===== src/rtl/arm_alu_pkg.sv =====
// arm_alu_pkg: ALU opcodes, shift types and NZCV flag bit positions.
package arm_alu_pkg;
    localparam logic [1:0] ALU_ADD = 2'b00;
    localparam logic [1:0] ALU_SUB = 2'b01;
    localparam logic [1:0] ALU_AND = 2'b10;
    localparam logic [1:0] ALU_ORR = 2'b11;
    localparam logic [1:0] SH_LSL = 2'b00;
    localparam logic [1:0] SH_LSR = 2'b01;
    localparam logic [1:0] SH_ASR = 2'b10;
    localparam logic [1:0] SH_ROR = 2'b11;
    localparam int FLAG_N = 3;
    localparam int FLAG_Z = 2;
    localparam int FLAG_C = 1;
    localparam int FLAG_V = 0;
endpackage


===== src/rtl/arm_alu_shifter.sv =====
// arm_alu_shifter: combinational ARM barrel shifter (LSL/LSR/ASR/ROR, amount 0 = pass-through) with carry-out.
module arm_alu_shifter
    import arm_alu_pkg::*;
#(
    parameter int WIDTH = 32
) (
    input  logic [WIDTH-1:0] a_i,
    input  logic [1:0]       type_i,
    input  logic [4:0]       amt_i,
    output logic [WIDTH-1:0] y_o,
    output logic             c_o
);
    logic [WIDTH:0] lsl, lsr, asr;
    logic [WIDTH-1:0] ror;
    // Extra bit on each side catches the last bit shifted out
    assign lsl = {1'b0, a_i} << amt_i;
    assign lsr = {a_i, 1'b0} >> amt_i;
    assign asr = $signed({a_i, 1'b0}) >>> amt_i;
    assign ror = (a_i >> amt_i) | (a_i << (WIDTH - int'(amt_i)));
    always_comb begin
        y_o = type_i == SH_LSL ? lsl[WIDTH-1:0] :
              type_i == SH_LSR ? lsr[WIDTH:1] :
              type_i == SH_ASR ? asr[WIDTH:1] : ror;
        c_o = amt_i == '0 ? 1'b0 :
              type_i == SH_LSL ? lsl[WIDTH] :
              type_i == SH_LSR ? lsr[0] :
              type_i == SH_ASR ? asr[0] : ror[WIDTH-1];
    end
endmodule


===== src/rtl/arm_alu.sv =====
// arm_alu: ADD/SUB/AND/ORR ALU with NZCV flags and a per-group status register; ARM_ALU_SHIFT_EN adds a SrcB barrel shifter.
module arm_alu
    import arm_alu_pkg::*;
#(
    parameter int WIDTH = 32
) (
    input  logic             clk,
    input  logic             reset,
    input  logic [WIDTH-1:0] SrcA,
    input  logic [WIDTH-1:0] SrcB,
    input  logic [1:0]       ALUControl,
    input  logic [1:0]       FlagW,
    input  logic [1:0]       ShType,
    input  logic [4:0]       ShAmt,
    output logic [WIDTH-1:0] ALUResult,
    output logic [3:0]       ALUFlags,
    output logic [3:0]       Flags
);
    logic [WIDTH-1:0] b, bx;
    logic [WIDTH:0] sum;
    logic sh_c, arith, sub;
    logic [3:0] flags_q, flags_d;
`ifdef ARM_ALU_SHIFT_EN
    arm_alu_shifter #(.WIDTH(WIDTH)) u_shifter (
        .a_i(SrcB),
        .type_i(ShType),
        .amt_i(ShAmt),
        .y_o(b),
        .c_o(sh_c)
    );
`else
    logic unused_sh;
    assign unused_sh = ^{ShType, ShAmt};
    assign b = SrcB;
    assign sh_c = 1'b0;
`endif
    assign sub = ALUControl == ALU_SUB;
    assign arith = sub | (ALUControl == ALU_ADD);
    assign bx = sub ? ~b : b;
    assign sum = {1'b0, SrcA} + {1'b0, bx} + {{WIDTH{1'b0}}, sub};
    assign ALUResult = arith ? sum[WIDTH-1:0] :
                       ALUControl == ALU_AND ? SrcA & b : SrcA | b;
    assign ALUFlags = {ALUResult[WIDTH-1], ~|ALUResult, arith ? sum[WIDTH] : sh_c,
                       arith & ~(sub ^ SrcA[WIDTH-1] ^ b[WIDTH-1]) & (sum[WIDTH-1] ^ SrcA[WIDTH-1])};
    assign flags_d = {FlagW[1] ? ALUFlags[FLAG_N:FLAG_Z] : flags_q[FLAG_N:FLAG_Z],
                      FlagW[0] ? ALUFlags[FLAG_C:FLAG_V] : flags_q[FLAG_C:FLAG_V]};
    always_ff @(posedge clk) flags_q <= !reset ? 4'b0000 : flags_d;
    assign Flags = flags_q;
endmodule


===== config.mk =====
export PLATFORM = sky130hd
export DESIGN_NAME = arm_alu
export DESIGN_NICKNAME = d
export VERILOG_FILES = /design/src/rtl/arm_alu_pkg.sv /design/src/rtl/arm_alu_shifter.sv /design/src/rtl/arm_alu.sv
export SDC_FILE = /design/constraint.sdc
export NUM_CORES = 1
export LEC_CHECK = 0
export ABC_AREA = 1
export BUFFER_PORTS_ARGS = -buffer_cell sky130_fd_sc_hd__clkbuf_2
export CAP_MARGIN = 40
export CORE_MARGIN = 5
export CORE_UTILIZATION = 45
export CTS_CLUSTER_SIZE = 28
export DETAILED_ROUTE_END_ITERATION = 6
export GPL_TIMING_DRIVEN = 0
export HOLD_SLACK_MARGIN = 0.06
export PLACE_DENSITY = 0.82
export SYNTH_ARGS = -nofsm -noshare
export SYNTH_HDL_FRONTEND = slang
export SYNTH_SLANG_ARGS = --single-unit

===== constraint.sdc =====
create_clock -name clk -period 2.4 [get_ports clk]
set_clock_uncertainty 0.1 [all_clocks]
set_input_delay 0 -clock clk [delete_from_list [all_inputs] [get_ports clk]]
set_output_delay 0 -clock clk [all_outputs]
set_load 0.01 [all_outputs]

# == Word level (Yosys, flattened, before mapping) ==
# Index checks and enable logic that the tools add are counted.
# totals
reg_bits,4
word_cells,23
out_inout_bits,40
in_bits,77
# classes
addsub,2
reduce_logical,3
muxes,4
bitwise,10
n_eq_ne,2
# op_table
cell,count
$mux 32,3
$add 32x32->33,1
$add 33x1->33,1
$and 32x32->32,1
$not 32->32,1
$or 32x32->32,1
$reduce_or 32->1,1
$xor 1x1->1,3
$and 1x1->1,2
$eq 2x1->1 const B,1
$eq 2x2->1 const B,1
$logic_not 2->1,1
$logic_not 1->1,1
$mux 1,1
$not 1->1,1
$or 1x1->1,1

# == Depth between registers and ports, before layout ==
# logic_depth
depth_word,7
mapped_depth,24
ltp_nobuf,23

# == Worst setup path after synthesis ==
# OpenSTA, ideal clock, no wires.
# synth_path
path_type,in2reg
start,in ALUControl[1]
end,"reg flags_q[2], in the netlist Flags[2]"
setup_ns,0.066
cell_stages,20
required_ns,2.234
path_slack_ns,-0.241
n_path_buf,1
t_arrival_ns,2.475
cell_sequence,inv_2 -> nand2_4 -> clkbuf_1 -> xor2_1 -> fa_1 -> inv_1 -> nand2_1 -> nand2_1 -> nand3_1 -> nand2_1 -> nand2_1 -> nand2_1 -> nand4_1 -> nand2_1 -> nand2_1 -> nand3_1 -> o21ai_0 -> nor2_1 -> nand3_2 -> a21oi_2
# synth_between
elab_chain_len,7
elab_cells_between_ends,11
classes_between,add/sub (2); eq/ne (2); mux (3); bitwise (1); reduce/logical (3)
# synth_lines
element,line_no,rtl
from (decl),arm_alu.sv:11,"input logic [1:0] ALUControl,"
$eq 2x1->1,arm_alu.sv:37,assign sub = ALUControl == ALU_SUB;
$mux 32,arm_alu.sv:39,assign bx = sub ? ~b : b;
$add 32x32->33,arm_alu.sv:40,"assign sum = {1'b0, SrcA} + {1'b0, bx} + {{WIDTH{1'b0}}, sub};"
$add 33x1->33,arm_alu.sv:40,
$mux 32 (*),arm_alu.sv:41,assign ALUResult = arith ? sum[WIDTH-1:0] :
net ALUResult[30],arm_alu.sv:15,"output logic [WIDTH-1:0] ALUResult,"
$reduce_or 32->1 (*),arm_alu.sv:43,"assign ALUFlags = {ALUResult[WIDTH-1], ~|ALUResult, arith ? sum[WIDTH] : sh_c,"
$logic_not 1->1 (*),arm_alu.sv:43,
to (signal assigned),arm_alu.sv:47,always_ff @(posedge clk) flags_q <= !reset ? 4'b0000 : flags_d;
to (decl),arm_alu.sv:22,"logic [3:0] flags_q, flags_d;"
# Mark *: on every way through the listed nets, which the timed path passes. The rest lies on a longest branch.
# A chain may end at the register's enable or synchronous reset.

# == Final worst setup path ==
# layout_path
start,in ALUControl[1]
end,out ALUFlags[2]
# layout_between
elab_chain_len,7
elab_cells_between_ends,11
classes_between,add/sub (2); eq/ne (2); mux (3); bitwise (1); reduce/logical (3)
# layout_lines
element,line_no,rtl
$eq 2x1->1,arm_alu.sv:37,
$mux 32,arm_alu.sv:39,
$add 32x32->33,arm_alu.sv:40,
$add 33x1->33,arm_alu.sv:40,
$mux 32 (*),arm_alu.sv:41,
$reduce_or 32->1 (*),arm_alu.sv:43,
$logic_not 1->1 (*),arm_alu.sv:43,
to (decl),arm_alu.sv:16,"output logic [3:0] ALUFlags,"
# Every way passes the cells marked *; elsewhere a longest branch is shown, timed or not.

==> summary.md <==
| Metric | Value |
|---|---|
| Outcome | finished, violations left |
| Violated checks | DRC, setup timing |
| Hold Vio Cnt, Final | 0 |
| Count of unresolved DRC violations after routing | 31 |
| Post-synth net total | 886 |
| Register area | 80.08 um^2 |
| Count of mapped cells out of synthesis | 772 |
| NumNets Final | 1,065 |
| Cell internal pwr | 1.102 mW |
| Nature of the critical path startpoint | input port |
| Fraction of the cycle the final worst path needs | 1.234 |
| Total power | 2.564 mW |
| Vias in the first global route | 5,078 |
| Busiest grt layer | met2 |
| Clock tree from TritonCTS | done |
| Proportion of layout cells with a drive suffix above 1 | 0.4499 |
| Worst Setup Path Type | input port to output port |
| Count of buffers from port buffering | 109 |
| Power density cells | 404.7 mW/mm^2 |
| Area Overhead vs Synth | 62.64% |
| Fin worst setup slack | -0.5612 ns |
| Post-placement setup slack | -0.7379 ns |
| Hold crit path type | input port to flop |
| EDFF count, synth | 0 |
| First drt pass iteration count | 7 |
| Switch Pwr | 1.461 mW |
| Number of vias per cell | 6.045 |
| Critical Path End Type | output port |
| Max FFs per register | 4 |
| Global-route wire length before repair | 23,200 um |
| Leading cell types by total area after synthesis | sky130_fd_sc_hd__nand2_1, sky130_fd_sc_hd__inv_1, sky130_fd_sc_hd__ha_1 |
| Unique masters post-synth | 37 |
| Arrival time worst endpoint | 2.86 ns |
| Insertion delay to the later sink of the worst-skew pair | 0.23 ns |
| Global placement routability congestion | 1.009 |
| Global routing met2 resource utilization | 0.4820 |
| Overall overflow remaining after global route | 0 |
| Max transition margin | 0.4016 |
| Number of antenna repair diodes | 0 |
| Sequential fraction of the synthesis area | 0.02056 |
| Fmax | 337.7 MHz |
| Reg clk slew, reported paths | 0.03 ns |
| Total detailed-routing wirelength | 20,210 um |
| Fraction of power consumed by sequential logic | 0.029 |
| Number of slew-limit violations in the final report | 0 |
| Critical Path RT | 2.30 ns |
| Leading cell types by count after synthesis | sky130_fd_sc_hd__nand2_1, sky130_fd_sc_hd__inv_1, sky130_fd_sc_hd__nand3_1 |
| Number of antenna violations at the first check in global routing | 0 |
| Via Count | 6,390 |
| Slew @ Worst Pin | 0.8976 ns |
| Maximum clock path buffer count | 2 |
| Starting utilization of the core area | 0.4533 |
| Met3 global-route usage | 0.03586 |
| H-tree levels | 1 |
| DRC marker count from the first detailed-route iteration | 732 |
| Root Buffer Master | sky130_fd_sc_hd__clkbuf_8 |
| Multi-input gate area in the final layout | 0.004314 mm^2 |
| Overall die height | 103.0 um |
| Total number of yosys warnings | 0 |
| Half-perimeter wire length after detailed placement | 11,470 um |
| Core area | 0.008593 mm^2 |
| Average instance area after synthesis | 5.045 um^2 |
| Max-cap violations | 0 |
| Ys async rst share | 0 |
| Post-route minimum period | 2.961 ns |
| Area enclosed by the die boundary | 0.01062 mm^2 |
| Met1 Track Usage GR | 0.3378 |
| Worst VDD drop | 0.0002572 V |
| Std cell rows | 34 |
| Cell area after synthesis | 0.003895 mm^2 |
| Count of buffer and inverter cells on the critical path | 5 |
| Portion of total power attributed to combinational logic | 0.912 |
| Maximum net fanout on the critical path | 10 |
| Largest net degree at the start of global routing | 11 |
| Cell type with the largest total area after synthesis | sky130_fd_sc_hd__nand2_1 |
| Switching power share of the total | 0.5700 |
| Crit-path leading delay family | simple AND/OR/NAND/NOR gates |
| Number of I/O pins | 117 |
| Seq cells post-synth | 4 |
| # fillers | 631 |
| All-Layer GR Usage | 0.2750 |
| Clock buffers created by TritonCTS | 3 |
| Most instantiated library cell after synthesis | sky130_fd_sc_hd__nand2_1 |
| Part of the power in the clock network | 0.059 |
| CP Cell Sequence | buf_8 -> inv_8 -> nand2_8 -> buf_12 -> xnor2_1 -> ha_2 -> nand2_2 -> nor2_2 -> nand3_1 -> nor3_1 -> nand2_1 -> nand2_1 -> nand2_1 -> nand3_1 -> nand2_2 -> nor2_2 -> nand2_2 -> nor2_4 -> nand3_2 -> inv_1 -> buf_2 |
| Post-synth top area share | 0.2612 |
| Endpoints failing setup | 13 |
| Routed wirelength normalized by instance count | 19.12 um |
| Unrepaired setup endpoints after global routing | true |
| Most instantiated flip-flop cell in the synthesis netlist | sky130_fd_sc_hd__dfxtp_1 |
| Die W | 103.0 um |
| Sinks on Clock Net | 4 |
| Leakage component of the power | 3.344 nW |
| Number of routed nets with antenna violations | 0 |
| Slowest stage cell on the critical path | sky130_fd_sc_hd__ha_2 |
| Worst stage delay on the critical path | 0.39 ns |
path summary, 6_finish.rpt:
| kind | depth (start not counted) | end | slack [ns] | from |
|---|---|---|---|---|
| hold / removal | 4 | Flags[0] | 0.13 | SrcA[31] |
| hold reg to reg | 2 | Flags[3] | 0.42 | Flags[3] |
| setup / recovery | 21 | ALUFlags[2] | -0.56 | ALUControl[1] |
| setup reg to reg | 2 | Flags[3] | 1.64 | Flags[3] |
worst register-to-register path, stage by stage (launching register included):
cell and delay [ns]:
sky130_fd_sc_hd__dfxtp_1 0.30, sky130_fd_sc_hd__o211ai_1 0.18, sky130_fd_sc_hd__inv_1 0.06
kinds of logic after synthesis:
kind of cell,after synthesis,synth area share
simple gates,466,0.5063
compound gates,88,0.1365
buf+inv,145,0.1436
flops,4,0.02056
fa+ha+maj,38,0.1234
xor+xnor,31,0.06971
routing by layer:
metal	vias to the layer above	routed length (um)
met3	194	2176
met4	0	1761
met5	-	0
met1	2846	6931
met2	531	9343
li1	2819	-
power by group through the flow:
stage	Sequential (mW)	Combinational (mW)	Clock, mW
6_report	0.0743	2.34	0.150
5_1_grt	0.0747	2.47	0.156
4_1_cts	0.0741	1.65	0.153
2_1_floorplan	0.0774	1.00	0
3_3_place_gp	0.0750	1.42	0
3_5_place_dp	0.0750	1.44	0
cell type report:
| type | instances | share of cell area |
|---|---|---|
| repair buffers | 174 | 0.1789 |
| well taps | 108 | 0.02133 |
| clock buffers | 3 | 0.006518 |
| plain buffers | 15 | 0.02054 |
| multi-input cells | 623 | 0.6810 |
| inverters | 130 | 0.07900 |
| flip-flops and latches | 4 | 0.01264 |
per-stage QoR:
stage	TNS [ns]	hold WS (ns)	cell area, um^2	cells	utilization
after floorplan	0	-0.01577	3908	772	-
after detailed placement	-5.456	0.1267	4588	989	0.5339
final	-1.953	0.1264	6335	1057	0.7372
after CTS	-0.6598	0.1122	5204	1029	0.6056
after global placement	-5.165	0.1224	4588	989	0.5339
after global routing	-2.830	0.1623	6335	1057	0.7372
cells in the final DEF, fill, tap and decap left out, types with 10 or more instances in the layout:
cell	n
sky130_fd_sc_hd__nand2_1	183
sky130_fd_sc_hd__inv_1	114
sky130_fd_sc_hd__clkbuf_2	105
sky130_fd_sc_hd__nand2_2	81
sky130_fd_sc_hd__nand3_1	50
sky130_fd_sc_hd__buf_4	49
sky130_fd_sc_hd__nor2_1	39
sky130_fd_sc_hd__nand3_2	30
sky130_fd_sc_hd__nor2_2	27
sky130_fd_sc_hd__ha_1	22
sky130_fd_sc_hd__o211ai_1	21
sky130_fd_sc_hd__a21oi_1	19
sky130_fd_sc_hd__xnor2_1	17
sky130_fd_sc_hd__buf_6	16
sky130_fd_sc_hd__nand2_4	15
sky130_fd_sc_hd__o21ai_0	15
sky130_fd_sc_hd__inv_2	13
sky130_fd_sc_hd__a21oi_2	13
sky130_fd_sc_hd__nor2_4	11
sky130_fd_sc_hd__ha_4	10
repair_timing:
| action | in CTS | in global routing |
|---|---|---|
| buffers inserted | 33 | 29 |
| hold endpoints to repair | 4 | 0 |
| cloned | 1 | 0 |
| hold buffers | 3 | 0 |
| gates resized for setup | 76 | 228 |
| pin swaps | 38 | 98 |
| endpoints found under the setup margin | 27 | 20 |
Power figures use the tool's default switching activity.
